`config.mk`:
```
export PLATFORM = sky130hd
export DESIGN_NAME = bless_port_alloc
export DESIGN_NICKNAME = d
export VERILOG_FILES = /design/src/rtl/bless_port_alloc.sv
export SDC_FILE = /design/constraint.sdc
export NUM_CORES = 1
export LEC_CHECK = 0
export CAP_MARGIN = 5
export CORE_MARGIN = 3
export CORE_UTILIZATION = 45
export CTS_CLUSTER_DIAMETER = 150
export DETAILED_ROUTE_END_ITERATION = 6
export PLACE_DENSITY = 0.68
export SLEW_MARGIN = 5
export SYNTH_ARGS = -nofsm -noshare
export SYNTH_HDL_FRONTEND = slang
export SYNTH_SLANG_ARGS = --single-unit
```
`constraint.sdc`:
```
create_clock -name clk -period 25.1 [get_ports clk]
set_input_delay 3.765 -clock clk [delete_from_list [all_inputs] [get_ports clk]]
set_output_delay 3.765 -clock clk [all_outputs]
set_load 0.005 [all_outputs]
```
`src/rtl/bless_port_alloc.sv`:
```
// BLESS port allocator: oldest-first, productive-else-deflect routing for a 5x5 crossbar, one stage.
// Optional deflection counter (defl_count port) enabled by defining BLESS_DEFL_STATS_EN.
module bless_port_alloc #(
  parameter int MY_X    = 0,
  parameter int MY_Y    = 0,
  parameter int COORD_W = 4,
  parameter int AGE_W   = 8,
  parameter int CTRL_W  = 1 + 2*COORD_W + AGE_W
) (
  input  logic              clk,
  input  logic              rst,
  input  logic [CTRL_W-1:0] ctrl0_in,
  input  logic [CTRL_W-1:0] ctrl1_in,
  input  logic [CTRL_W-1:0] ctrl2_in,
  input  logic [CTRL_W-1:0] ctrl3_in,
  input  logic [CTRL_W-1:0] ctrl4_in,
  output logic [14:0]       route_config,
  output logic [CTRL_W-1:0] ctrl0_out,
  output logic [CTRL_W-1:0] ctrl1_out,
  output logic [CTRL_W-1:0] ctrl2_out,
  output logic [CTRL_W-1:0] ctrl3_out,
  output logic [CTRL_W-1:0] ctrl4_out,
`ifdef BLESS_DEFL_STATS_EN
  output logic [15:0]       defl_count,
`endif
  output logic              inj_ready
);

  localparam logic [COORD_W-1:0] LX = COORD_W'(MY_X);
  localparam logic [COORD_W-1:0] LY = COORD_W'(MY_Y);
  localparam int KEY_W = AGE_W + 3;

  logic [CTRL_W-1:0] w_in [5];
  logic [4:0]        w_part;
  logic [2:0]        w_net_cnt;
  logic              w_inj_ready;
  logic [3:0]        w_dist [5];
  logic [KEY_W-1:0]  w_key [5];
  logic [2:0]        w_rank [5];
  logic [14:0]       w_route;
  logic [4:0]        w_free;
  logic [2:0]        w_defl;
  logic [2:0]        w_sel;
  logic              w_prod;
  logic [COORD_W-1:0] w_dx;
  logic [COORD_W-1:0] w_dy;
  logic [AGE_W-1:0]  w_age [5];

  logic [14:0]       r_route;
  logic [CTRL_W-1:0] r_ctrl [5];
  logic [2:0]        r_rr;

  assign w_in[0] = ctrl0_in;
  assign w_in[1] = ctrl1_in;
  assign w_in[2] = ctrl2_in;
  assign w_in[3] = ctrl3_in;
  assign w_in[4] = ctrl4_in;

  assign w_net_cnt   = 3'(ctrl0_in[0]) + 3'(ctrl1_in[0]) + 3'(ctrl2_in[0]) + 3'(ctrl3_in[0]);
  assign w_inj_ready = !rst && (w_net_cnt != 3'd4);
  assign w_part      = {ctrl4_in[0] && w_inj_ready, ctrl3_in[0], ctrl2_in[0], ctrl1_in[0], ctrl0_in[0]};
  assign inj_ready   = w_inj_ready;

  // Key = {age, 4 - rotated index}: larger key wins, and keys are unique across inputs.
  always_comb begin
    for (int i = 0; i < 5; i++) begin
      w_dist[i] = 4'(i) + 4'd5 - {1'b0, r_rr};
      if (w_dist[i] >= 4'd5) w_dist[i] = w_dist[i] - 4'd5;
      w_key[i]  = {w_in[i][CTRL_W-1 -: AGE_W], 3'd4 - w_dist[i][2:0]};
      w_age[i]  = (&w_in[i][CTRL_W-1 -: AGE_W]) ? w_in[i][CTRL_W-1 -: AGE_W]
                                                 : w_in[i][CTRL_W-1 -: AGE_W] + AGE_W'(1);
    end
    for (int i = 0; i < 5; i++) begin
      w_rank[i] = 3'd0;
      for (int j = 0; j < 5; j++)
        if (w_part[j] && (w_key[j] > w_key[i])) w_rank[i] = w_rank[i] + 3'd1;
    end
  end

  // Walk participants by rank; each grabs a productive port or the lowest free network port.
  always_comb begin
    w_route = '1;
    w_free  = '1;
    w_defl  = '0;
    w_sel   = '1;
    w_prod  = 1'b0;
    w_dx    = '0;
    w_dy    = '0;
    for (int r = 0; r < 5; r++) begin
      for (int i = 0; i < 5; i++) begin
        if (w_part[i] && (w_rank[i] == 3'(r))) begin
          w_dx   = w_in[i][COORD_W:1];
          w_dy   = w_in[i][2*COORD_W:COORD_W+1];
          w_sel  = 3'b111;
          if (w_dx == LX && w_dy == LY) begin
            if (w_free[4]) w_sel = 3'd4;
          end else if (w_dx > LX && w_free[2]) w_sel = 3'd2;
          else if (w_dx < LX && w_free[3])     w_sel = 3'd3;
          else if (w_dy < LY && w_free[0])     w_sel = 3'd0;
          else if (w_dy > LY && w_free[1])     w_sel = 3'd1;
          w_prod = (w_sel != 3'b111);
          if (!w_prod)
            for (int p = 3; p >= 0; p--)
              if (w_free[p]) w_sel = 3'(p);
          for (int p = 0; p < 5; p++) begin
            if (w_sel == 3'(p)) begin
              w_route[3*p +: 3] = 3'(i);
              w_free[p]         = 1'b0;
            end
          end
          if (!w_prod) w_defl = w_defl + 3'd1;
        end
      end
    end
  end

  always_ff @(posedge clk) begin
    if (rst) begin
      r_route <= '1;
      r_rr    <= '0;
      for (int i = 0; i < 5; i++) r_ctrl[i] <= '0;
    end else begin
      r_route <= w_route;
      if (|w_part) r_rr <= (r_rr == 3'd4) ? 3'd0 : r_rr + 3'd1;
      for (int i = 0; i < 5; i++)
        r_ctrl[i] <= w_part[i] ? {w_age[i], w_in[i][CTRL_W-AGE_W-1:0]} : '0;
    end
  end

  assign route_config = r_route;
  assign ctrl0_out    = r_ctrl[0];
  assign ctrl1_out    = r_ctrl[1];
  assign ctrl2_out    = r_ctrl[2];
  assign ctrl3_out    = r_ctrl[3];
  assign ctrl4_out    = r_ctrl[4];

`ifdef BLESS_DEFL_STATS_EN
  logic [15:0] r_defl;
  logic [16:0] w_defl_sum;
  assign w_defl_sum = {1'b0, r_defl} + 17'(w_defl);
  always_ff @(posedge clk) begin
    if (rst) r_defl <= '0;
    else     r_defl <= w_defl_sum[16] ? 16'hFFFF : w_defl_sum[15:0];
  end
  assign defl_count = r_defl;
`else
  logic w_unused_defl;
  assign w_unused_defl = ^w_defl;
`endif

endmodule

```
==> out/results.ini <==
[global_routing]
grt_pass1_vias=15395
grt_usage=0.353
grt_pass1_wl_um=92300
grt_max_degree=39
antenna_found_initial=0
grt.overflow.total=0

[clocking]
htree_num_levels=3
cts_buffers=9
clk_root_buffer_cell=clkbuf_16
cts_tree=yes
insertion_delay_ns=0.37
post_cts_buffers=0
clk_path_buf_depth=2
clk_pin_slew_ns=0.10
cts_sinks=103

[yosys]
synth-edff-count=0
synthFlopType=dfxtp_1
netlist_area_mm2=0.0138
synthDistinctLibCells=125
ys_warn_count=0
synth_top_area_frac=0.150
synth_area_leader_cell=dfxtp_1
synth_area_leaders=dfxtp_1 (15%), ha_1 (13%), a21oi_1 (4.5%)
synthCells=1820
yosysSeqAreaShare=0.150
postSynth.asyncResetShare=0
ys_ff_latch=103
synth_nets=2057
synth.avg_cell_area_um2=7.57

[worst_setup_path]
critPathMaxFanout=11
crit_path_start_kind=primary input
cp_slowest_stage_delay_ns=0.73
crit_type=in2reg
worst-endpoint-required_ns=25.33
r2r-end=route_config[7]
crit_top_cell=a21oi_1
reg2reg_depth=69
rrSetupSlack_ns=2.59
end_kind=flop
regToRegStartpoint=r_rr[0]
critPathSlowestCell=a2111oi_0
arrival_ns=23.80

[sta]
worstMarginPinSlew_ns=1.21
tns_ns=0
setup_viol=0
period_needed_ns=23.57
rsz0062_at_grt=false
skew_ns=0.0128
slew_headroom=0.184
hold_violations=0
max_freq_mhz=42.4
min_period_over_period=0.939
finalMaxSlewViolations=0

[power]
power_mw=1.28
leakage_nw=6.54
pwr_density_cell_mw_per_mm2=77.6
peakVddDrop_uv=70.4

[place]
gp_congestion=1.09
place_area_mm2=0.0162
io_buffers=187
dpl.hpwl_um=48900
place_inst=2374

[min_path]
whs_path_depth=4
holdCritStartpoint=r_rr[2]
hold_end=r_rr[2]
hold_class=reg2reg

[finish]
multiInputGateArea_mm2=0.0112
area_growth_pct=19.7
final_cell_mix=clkdlybuf4s50_1 (187), nor2_1 (151), ha_1 (148), nand2_1 (126), a21oi_1 (125)
drive_gt1_frac=0.0755
final_common_cell=clkdlybuf4s50_1
regArea_mm2=0.00206
fin_area_mm2=0.0165
fin_cells=2391
n_fill_cell=2840
final_nets=2232

[route]
vias_per_cell=6.92
drt-total-wl_um=60700
drc=3
postRouteAntennaNets=0
drt_iter0_markers=1764
vias=16535
drtPass1Iterations=7
wire_per_inst_um=25.4

[floorplan]
fp.coreArea_mm2=0.0299
rows=63
die_w_um=181
ios=188
start_util=0.461
die_area_mm2=0.0328
die_h_um=181

[status]
status=finished, violations left
violations=design-rule violations

[flow_run]
cap_violations=0

sequential cells by signal, summed over array words and instances, names as in the netlist:
register      cells
r_ctrl           85
r_rr              3
route_config     15
logic make-up after synthesis:
kind of cell | synth area share
adder cells (fa/ha/maj) | 0.139
multiplexers | 0.0193
flip-flops | 0.150
AND/OR/NAND/NOR | 0.283
buffers and inverters | 0.0389
AO/OA/AOI/OAI | 0.345
XOR/XNOR | 0.0254
worst max-delay path: cells and delay by family:
| kind | cells | cell delay (ns) |
|---|---|---|
| compound gates | 39 | 12.46 |
| xor+xnor | 1 | 0.19 |
| fa+ha+maj | 3 | 0.76 |
| buf+inv | 4 | 1.03 |
| mux | 2 | 0.98 |
| simple gates | 21 | 4.60 |
cell usage after synthesis (all sizes together), types with 10 or more instances:
cell,instances
nor2,155
ha,148
a21oi,135
nand2,127
o21ai,105
dfxtp,103
inv,93
nand3,85
nor3,64
a31oi,56
and3,53
nand4,38
o211ai,36
xnor2,35
a211oi,34
nor4,33
a21o,31
and2,30
o21a,29
clkbuf,27
nand2b,26
or3,26
o31ai,25
nor2b,22
buf,17
or4,17
mux2i,16
o22ai,15
or2,15
a211o,14
a311oi,13
o311ai,12
a31o,10
o221ai,10
where the power goes:
| group | internal (mW) | switching [mW] | total (mW) |
|---|---|---|---|
| clock network | 0.0728 | 0.0852 | 0.158 |
| registers | 0.177 | 0.00616 | 0.183 |
| logic | 0.329 | 0.610 | 0.939 |
how the worst max path moves through the flow:
stage / startpoint / to / slack (ns) / cells after the start
floorplan: ctrl1_in[9] / route_config[1] / 5.83 / 72
global placement: ctrl2_in[9] / route_config[7] / 1.50 / 68
detailed placement: ctrl2_in[9] / route_config[7] / 1.36 / 69
CTS: ctrl2_in[9] / route_config[7] / 1.66 / 69
global route: ctrl2_in[9] / route_config[3] / 0.03 / 70
finish: ctrl2_in[9] / route_config[7] / 1.53 / 70
stage by stage:
step / setup slack, ns / hold WS, ns / util
after floorplan: 5.83 / 0.744 / -
after global placement: 1.50 / 0.819 / 0.541
after detailed placement: 1.36 / 0.828 / 0.541
after CTS: 1.66 / 0.868 / 0.551
after global routing: 0.0332 / 0.930 / 0.552
final: 1.53 / 0.867 / 0.552
routing by layer:
layer	part of all wire	vias to the layer above	track usage	wire length, µm
li1	-	7449	-	-
met1	0.43	7838	0.500	25800
met4	0.035	0	0.101	2120
met3	0.12	165	0.0799	7440
met2	0.42	1083	0.540	25300
met5	0	-	0	0
cell type report:
cell class / count / share of cell area
Antenna cell: 1 / 0.000152
Clock inverter: 7 / 0.00554
Clock buffer: 9 / 0.0137
Inverter: 93 / 0.0212
Tap cell: 390 / 0.0296
Multi-Input combinational cell: 1580 / 0.682
Sequential cell: 103 / 0.125
Timing Repair Buffer: 208 / 0.123
what timing repair did:
| item | in CTS | in global routing |
|---|---|---|
| gates resized for setup | 0 | 2 |
| hold endpoints to repair | 0 | 0 |
| hold buffers | 0 | 0 |
| setup endpoints to repair | 0 | 10 |
Power figures use the tool's default switching activity.
